--- config.mk ---
export PLATFORM = sky130hd
export DESIGN_NAME = pwm_channel_shadow
export DESIGN_NICKNAME = d
export VERILOG_FILES = /design/src/rtl/pca9685_regs_pkg.sv /design/src/rtl/pwm_channel_regs.sv /design/src/rtl/pwm_channel_shadow.sv
export SDC_FILE = /design/constraint.sdc
export NUM_CORES = 1
export LEC_CHECK = 0
export CORE_AREA = 10 10 270 272
export CTS_BUF_LIST = sky130_fd_sc_hd__clkbuf_2
export CTS_CLUSTER_SIZE = 14
export DETAILED_ROUTE_END_ITERATION = 16
export DIE_AREA = 0 0 280 282
export PLACE_DENSITY = 0.53
export SLEW_MARGIN = 20
export SYNTH_ARGS = -nofsm -noshare
export SYNTH_HDL_FRONTEND = slang
export SYNTH_SLANG_ARGS = --single-unit
--- constraint.sdc ---
create_clock -name clk_i -period 2.8 [get_ports clk_i]
set_clock_uncertainty 0.2 [all_clocks]
set_input_delay 0.56 -clock clk_i [delete_from_list [all_inputs] [get_ports clk_i]]
set_output_delay 0.56 -clock clk_i [all_outputs]
set_load 0.01 [all_outputs]
--- src/rtl/pca9685_regs_pkg.sv ---
// ---------------------------------------------------------------------------
// pca9685_regs_pkg
// Shared register-map constants and the per-channel PWM setting type used by
// the PCA9685-style PWM channel store and its channel register slices.
//
// Contents:
//   LED0_ON_L_ADDR     first LEDn byte register (channel 0 ON_L)
//   LED_LAST_ADDR      last LEDn byte register (channel 15 OFF_H)
//   ALL_LED_ON_L_ADDR  first ALL_LED broadcast register
//   ALL_LED_OFF_H_ADDR last ALL_LED broadcast register
//   FULL_FLAG_BIT      bit position of the full-on / full-off flag in *_H
//   pwm_ch_t           {on, off, high[11:0], low[11:0]} for one channel
//   pwm_field_e        byte field selected by the low address offset
// ---------------------------------------------------------------------------
package pca9685_regs_pkg;

    localparam logic [7:0] LED0_ON_L_ADDR     = 8'h06;
    localparam logic [7:0] LED_LAST_ADDR      = 8'h45;
    localparam logic [7:0] ALL_LED_ON_L_ADDR  = 8'hFA;
    localparam logic [7:0] ALL_LED_OFF_H_ADDR = 8'hFD;
    localparam int         FULL_FLAG_BIT      = 4;

    typedef struct packed {
        logic        on;
        logic        off;
        logic [11:0] high;
        logic [11:0] low;
    } pwm_ch_t;

    typedef enum logic [1:0] {
        FIELD_ON_L  = 2'd0,
        FIELD_ON_H  = 2'd1,
        FIELD_OFF_L = 2'd2,
        FIELD_OFF_H = 2'd3
    } pwm_field_e;

    // Reset value of a channel: full-off, counts cleared.
    localparam pwm_ch_t PWM_CH_RESET = '{on: 1'b0, off: 1'b1, high: 12'h000, low: 12'h000};

endpackage

--- src/rtl/pwm_channel_regs.sv ---
// ---------------------------------------------------------------------------
// pwm_channel_regs
// One PWM channel's setting store: a staging copy written byte-by-byte from
// the register bus and, when PWM_SHADOW_EN is defined, an active copy that
// loads from staging on commit. Without PWM_SHADOW_EN the staging copy drives
// the output directly and commit_i is ignored.
//
// Ports:
//   clk_i       system clock
//   rst_ni      asynchronous active-low reset
//   field_we_i  one-hot byte field write enable (bit = pwm_field_e)
//   byte_i      byte being written
//   commit_i    load active copy from staging (shadow build only)
//   ch_o        setting presented to the PWM driver
//
// Configuration macro: PWM_SHADOW_EN
// ---------------------------------------------------------------------------
module pwm_channel_regs
    import pca9685_regs_pkg::*;
(
    input  logic       clk_i,
    input  logic       rst_ni,
    input  logic [3:0] field_we_i,
    input  logic [7:0] byte_i,
    input  logic       commit_i,
    output pwm_ch_t    ch_o
);

    pwm_ch_t stage_q, stage_d;

    // Merge the written byte into the staging copy; only one field is
    // selected at a time and bits [7:5] of the *_H bytes are dropped.
    always_comb begin
        stage_d = stage_q;
        if (field_we_i[FIELD_ON_L])  stage_d.high[7:0]  = byte_i;
        if (field_we_i[FIELD_ON_H])  begin
            stage_d.high[11:8] = byte_i[3:0];
            stage_d.on         = byte_i[FULL_FLAG_BIT];
        end
        if (field_we_i[FIELD_OFF_L]) stage_d.low[7:0]   = byte_i;
        if (field_we_i[FIELD_OFF_H]) begin
            stage_d.low[11:8]  = byte_i[3:0];
            stage_d.off        = byte_i[FULL_FLAG_BIT];
        end
    end

    always_ff @(posedge clk_i or negedge rst_ni) begin
        if (!rst_ni) stage_q <= PWM_CH_RESET;
        else         stage_q <= stage_d;
    end

`ifdef PWM_SHADOW_EN
    pwm_ch_t active_q;

    // The commit samples the pre-write staging value, so a write landing in
    // the commit cycle waits for the following period boundary.
    always_ff @(posedge clk_i or negedge rst_ni) begin
        if (!rst_ni)       active_q <= PWM_CH_RESET;
        else if (commit_i) active_q <= stage_q;
    end

    assign ch_o = active_q;
`else
    logic unused_commit;
    assign unused_commit = commit_i;
    assign ch_o          = stage_q;
`endif

endmodule

--- src/rtl/pwm_channel_shadow.sv ---
// ---------------------------------------------------------------------------
// pwm_channel_shadow
// Per-channel PWM setting store between the I2C register-write stream and the
// PWM driver. Decodes LEDn (0x06-0x45) and ALL_LED (0xFA-0xFD) byte writes
// into 16 channels of on/off flags and 12-bit high/low counts. With
// PWM_SHADOW_EN defined, new settings reach the outputs only when the PWM
// counter wraps to zero; otherwise they appear the cycle after the write.
//
// Ports:
//   clk_i                   system clock
//   rst_ni                  asynchronous active-low reset
//   write_register_id_i     register address being written
//   write_register_value_i  byte being written
//   write_enable_i          one-cycle write strobe
//   counter_i               prescaled PWM counter
//   pwm_on_o / pwm_off_o    full-on / full-off flag per channel
//   pwm_high_o / pwm_low_o  ON / OFF count, channel n in bits [12n+11:12n]
//   commit_o                one-cycle pulse when outputs take new settings
//
// Configuration macro: PWM_SHADOW_EN
// ---------------------------------------------------------------------------
module pwm_channel_shadow
    import pca9685_regs_pkg::*;
#(
    parameter int NUM_CH = 16
) (
    input  logic                 clk_i,
    input  logic                 rst_ni,
    input  logic [7:0]           write_register_id_i,
    input  logic [7:0]           write_register_value_i,
    input  logic                 write_enable_i,
    input  logic [11:0]          counter_i,
    output logic [NUM_CH-1:0]    pwm_on_o,
    output logic [NUM_CH-1:0]    pwm_off_o,
    output logic [12*NUM_CH-1:0] pwm_high_o,
    output logic [12*NUM_CH-1:0] pwm_low_o,
    output logic                 commit_o
);

    logic       led_hit;
    logic       all_hit;
    logic [3:0] ch_idx;
    logic [1:0] field;
    logic [3:0] field_onehot;
    logic       commit_d;
    logic       commit_q;

    // Channel bases sit at 2 mod 4, as does the ALL_LED base, so the field
    // offset is addr[1:0] - 2 for both the per-channel and broadcast ranges.
    assign led_hit      = (write_register_id_i >= LED0_ON_L_ADDR) &&
                          (write_register_id_i <= LED_LAST_ADDR);
    assign all_hit      = (write_register_id_i >= ALL_LED_ON_L_ADDR) &&
                          (write_register_id_i <= ALL_LED_OFF_H_ADDR);
    assign ch_idx       = 4'((write_register_id_i - LED0_ON_L_ADDR) >> 2);
    assign field        = write_register_id_i[1:0] - 2'd2;
    assign field_onehot = 4'b0001 << field;

`ifdef PWM_SHADOW_EN
    logic [11:0] prev_cnt_q;

    always_ff @(posedge clk_i or negedge rst_ni) begin
        if (!rst_ni) prev_cnt_q <= '0;
        else         prev_cnt_q <= counter_i;
    end

    // Any nonzero-to-zero transition is a period boundary, including a
    // prescaler reset that wraps early; a counter parked at 0 never commits.
    assign commit_d = (counter_i == 12'd0) && (prev_cnt_q != 12'd0);
`else
    logic unused_counter;
    assign unused_counter = ^counter_i;
    assign commit_d       = write_enable_i && (led_hit || all_hit);
`endif

    always_ff @(posedge clk_i or negedge rst_ni) begin
        if (!rst_ni) commit_q <= 1'b0;
        else         commit_q <= commit_d;
    end

    assign commit_o = commit_q;

    for (genvar n = 0; n < NUM_CH; n++) begin : g_ch
        localparam logic [3:0] CH_IDX = 4'(n);
        logic [3:0] field_we;
        pwm_ch_t    ch;

        assign field_we = (write_enable_i && (all_hit || (led_hit && ch_idx == CH_IDX)))
                          ? field_onehot : 4'b0000;

        pwm_channel_regs u_regs (
            .clk_i      (clk_i),
            .rst_ni     (rst_ni),
            .field_we_i (field_we),
            .byte_i     (write_register_value_i),
            .commit_i   (commit_d),
            .ch_o       (ch)
        );

        assign pwm_on_o[n]            = ch.on;
        assign pwm_off_o[n]           = ch.off;
        assign pwm_high_o[12*n +: 12] = ch.high;
        assign pwm_low_o[12*n +: 12]  = ch.low;
    end

endmodule
==> results.ini <==
[outcome]
status=finished, final reports clean

[critical_path]
regToRegSetupSlack_ns=1.67
path_class=in -> reg
worst_setup_path_start_kind=primary input
r2r-start=g_ch[7].u_regs.ch_o[10]
cpMostUsedCell=a21oi_1
cp_cell_sequence=dlygate4sd3_1 -> clkdlybuf4s50_1 -> or4bb_1 -> a21oi_1 -> a21oi_2 -> buf_12 -> a21oi_1 -> mux2_2
r2r-end=g_ch[7].u_regs.ch_o[10]
arrival_ns=3.57
worstPathRequired_ns=3.58
cp_max_fo=7
crit_path_start=write_enable_i
crit_end=g_ch[11].u_regs.ch_o[10]
cp_slowest_stage_delay_ns=0.58
cp_slowest_cell=dlygate4sd3_1
reg2reg_depth=2
cp-end-kind=flip-flop

[placement]
place.gp.congestion=0.759
place_area_mm2=0.0234
io_buffer_count=435
dp_hpwl_um=42600

[grt]
grt_pass1_wl_um=90400
first_global_vias=13000
grt_usage=0.156
grt-ovfl-total=0
antenna_found_initial=3
grt_max_degree=65

[cts]
tritoncts=done
clk_path_buf_depth=3
root_buffer=clkbuf_2
htree_levels=3
clkTransAtPathRegs_ns=0.08
numCtsBuffers=111
cts_num_sinks=417
worst_skew_pair.late_latency_ns=1.10

[finish]
layout.nets=1728
finish.instance_area_mm2=0.0243
areaGrowthSynthToFinish_pct=45.9
utilization=0.359
fillCellCount=6829
final_layout_size_suffix_gt1_frac=0.492

[die]
initial_core_util=0.246
die_x_um=280
core_mm2=0.0677
die_area_mm2=0.0790
io_pins=448
die_y_um=282
rows=96

[power]
intPower_mw=9.29
p_clk_frac=0.323
switching_share=0.301
p_seq_frac=0.512
vdd_drop_max_mv=0.263
power_per_cell_area_mw_per_mm2=547
p_leak_nw=12.8
comb_power_share=0.165
switchingPower_mw=4.00

[yosys]
ys_types=55
yosys.area_share.simple=0.0413
synth_top_family_by_area=multiplexers
ys.flop_type=dfrtp_1
syn_area_mm2=0.0167
yosys.area_share.adder=0.00150
yosys.area.top_type_share=0.602
yosys-top-cells-area=dfrtp_1, mux2_2, dfstp_2, nor3_4, clkbuf_1
syn_inst=1057
synth_compound_area_frac=0.0274
synth_seq_area_share=0.627
async_flop_share=1.00
avgSynthCellArea_um2=15.8
yosys.area.top_type=dfrtp_1
ys_ff_latch=417
synthMuxAreaShare=0.281
syn-num-nets=1090
synth_edf_count=0
synth_xor_area_frac=0.00210
yosys_warnings=0

[sta]
finalSetupViolCount=0
hold_violations=0
rsz0062_at_grt=no
fin_crit_ns=2.79
drv_slew=0
layout_worst_path_cycle_share=0.997
setup_tns_ns=0
fmax_ghz=0.358
max_slew_margin=0.420
worstMarginPinSlew_ns=0.871
hold_slack_ns=0.303

[route]
drt-total-wl_um=61900
vias=11500
postRouteAntennaNets=0
avgViaCountPerCell=4.31
first_pass_iters=4
drt_first_iter_violations=396
wl_per_cell_um=23.2
route.detailed.drc=0

[run]
max-cap-violations=0

[worst_hold_path]
min_path_type=reg -> reg

==> layout by cell type (no fill, tap or decap), types with 3 or more instances in the layout <==
cell type and instances:
dfstp_2 16, buf_4 102, nor2_2 6, dlygate4sd3_1 12
buf_2 22, nor4_1 3, a211oi_2 5, clkdlybuf4s50_1 9
nor3_4 10, dlygate4sd2_1 252, nor2_1 21, buf_12 45
o21ai_0 5, clkbuf_2 182, mux2_2 416, inv_1 6
clkdlybuf4s15_1 120, nor2_4 11, nand2_1 8, clkinv_2 5
a21oi_1 14, clkinv_1 13, buf_6 3, a21oi_2 4
a2111oi_4 3, or2_1 4, dfrtp_1 401, diode_2 5
clkdlybuf4s15_2 26, or2_2 5, nand2b_1 6
==> sequential cells by signal, summed over array words and instances (netlist names) <==
register,flops
commit_o,1
g_ch.u_regs.ch_o,416
==> synth_stat cells, drive strengths merged (2+ instances only) <==
| master | count |
|---|---|
| nand2 | 8 |
| nor4 | 3 |
| ha | 2 |
| and4 | 2 |
| o21ai | 7 |
| dfrtp | 401 |
| a211oi | 6 |
| o22ai | 2 |
| clkbuf | 43 |
| nor2 | 38 |
| and3 | 2 |
| xor2 | 2 |
| and2 | 2 |
| xnor2 | 2 |
| mux2 | 416 |
| a31oi | 4 |
| inv | 6 |
| dfstp | 16 |
| or2 | 9 |
| a2111oi | 4 |
| nand2b | 6 |
| a21oi | 20 |
| nand4 | 2 |
| buf | 25 |
| nor3 | 11 |
==> through the flow <==
step	total power [mW]	std cells	setup WS (ns)
detailed placement	9.46	2442	-0.833
global route	14.1	2669	0.0400
floorplan	7.74	1057	-0.0525
CTS	13.6	2667	0.0000608
global placement	9.42	2442	-0.830
finish	13.3	2672	0.00796
==> logic make-up after synthesis <==
family                     count (synthesis)
xor gates and xnor gates                   4
DFF                                      417
AOI/OAI and AO/OA                         52
and+or+nand+nor                           92
buffers and inverters                     74
adders and majority gates                  2
muxes                                    416
==> worst max-delay path, delay by kind of cell <==
family	cells	cell delay, ns
compound gates	3	0.80
simple gates	1	0.49
mux	1	0.40
buf+inv	3	1.31
==> timing repair <==
item,in CTS,in global routing
buffers inserted,9,0
resized for setup,652,0
hold endpoints to repair,830,0
hold buffers,13,0
endpoints found under the setup margin,417,0
==> area by class of cell <==
class | instances | area, um2 | share of cell area
multi-input combinational | 566 | 5950 | 0.245
antenna | 5 | 12.5 | 0.000515
clock inverter | 21 | 88.8 | 0.00366
sequential | 417 | 10500 | 0.430
inverter | 6 | 22.5 | 0.000927
clock buffer | 182 | 911 | 0.0375
timing repair buffer | 593 | 5760 | 0.237
tap | 882 | 1100 | 0.0454
==> per-layer routing <==
metal  up-vias  track usage  routed length (um)
met5         -            0                  13
met4         2       0.0552                1440
met3        84       0.0633                5320
met2       357        0.260               30100
met1      5960        0.179               25000
li1       5123            -                   -
==> power groups by stage <==
stage	clock network [mW]	registers, mW	logic (mW)
CTS	4.57	6.82	2.25
global route	4.88	6.87	2.37
floorplan	0	7.12	0.620
finish	4.29	6.81	2.20
global placement	0	6.92	2.50
detailed placement	0	6.94	2.51
==> how the worst min path moves through the flow <==
stage / start / endpoint / slack (ns) / depth (start not counted)
6_report: g_ch[1].u_regs.ch_o[23] / g_ch[1].u_regs.ch_o[23] / 0.30 / 1
5_1_grt: g_ch[6].u_regs.ch_o[16] / g_ch[6].u_regs.ch_o[16] / 0.32 / 1
4_1_cts: write_register_value_i[4] / g_ch[0].u_regs.ch_o[24] / 0.23 / 4
3_5_place_dp: g_ch[0].u_regs.ch_o[22] / g_ch[0].u_regs.ch_o[22] / 0.29 / 1
3_3_place_gp: g_ch[5].u_regs.ch_o[3] / g_ch[5].u_regs.ch_o[3] / 0.29 / 1
2_1_floorplan: rst_ni / commit_o / 0.06 / 0
Power figures use the tool's default switching activity.
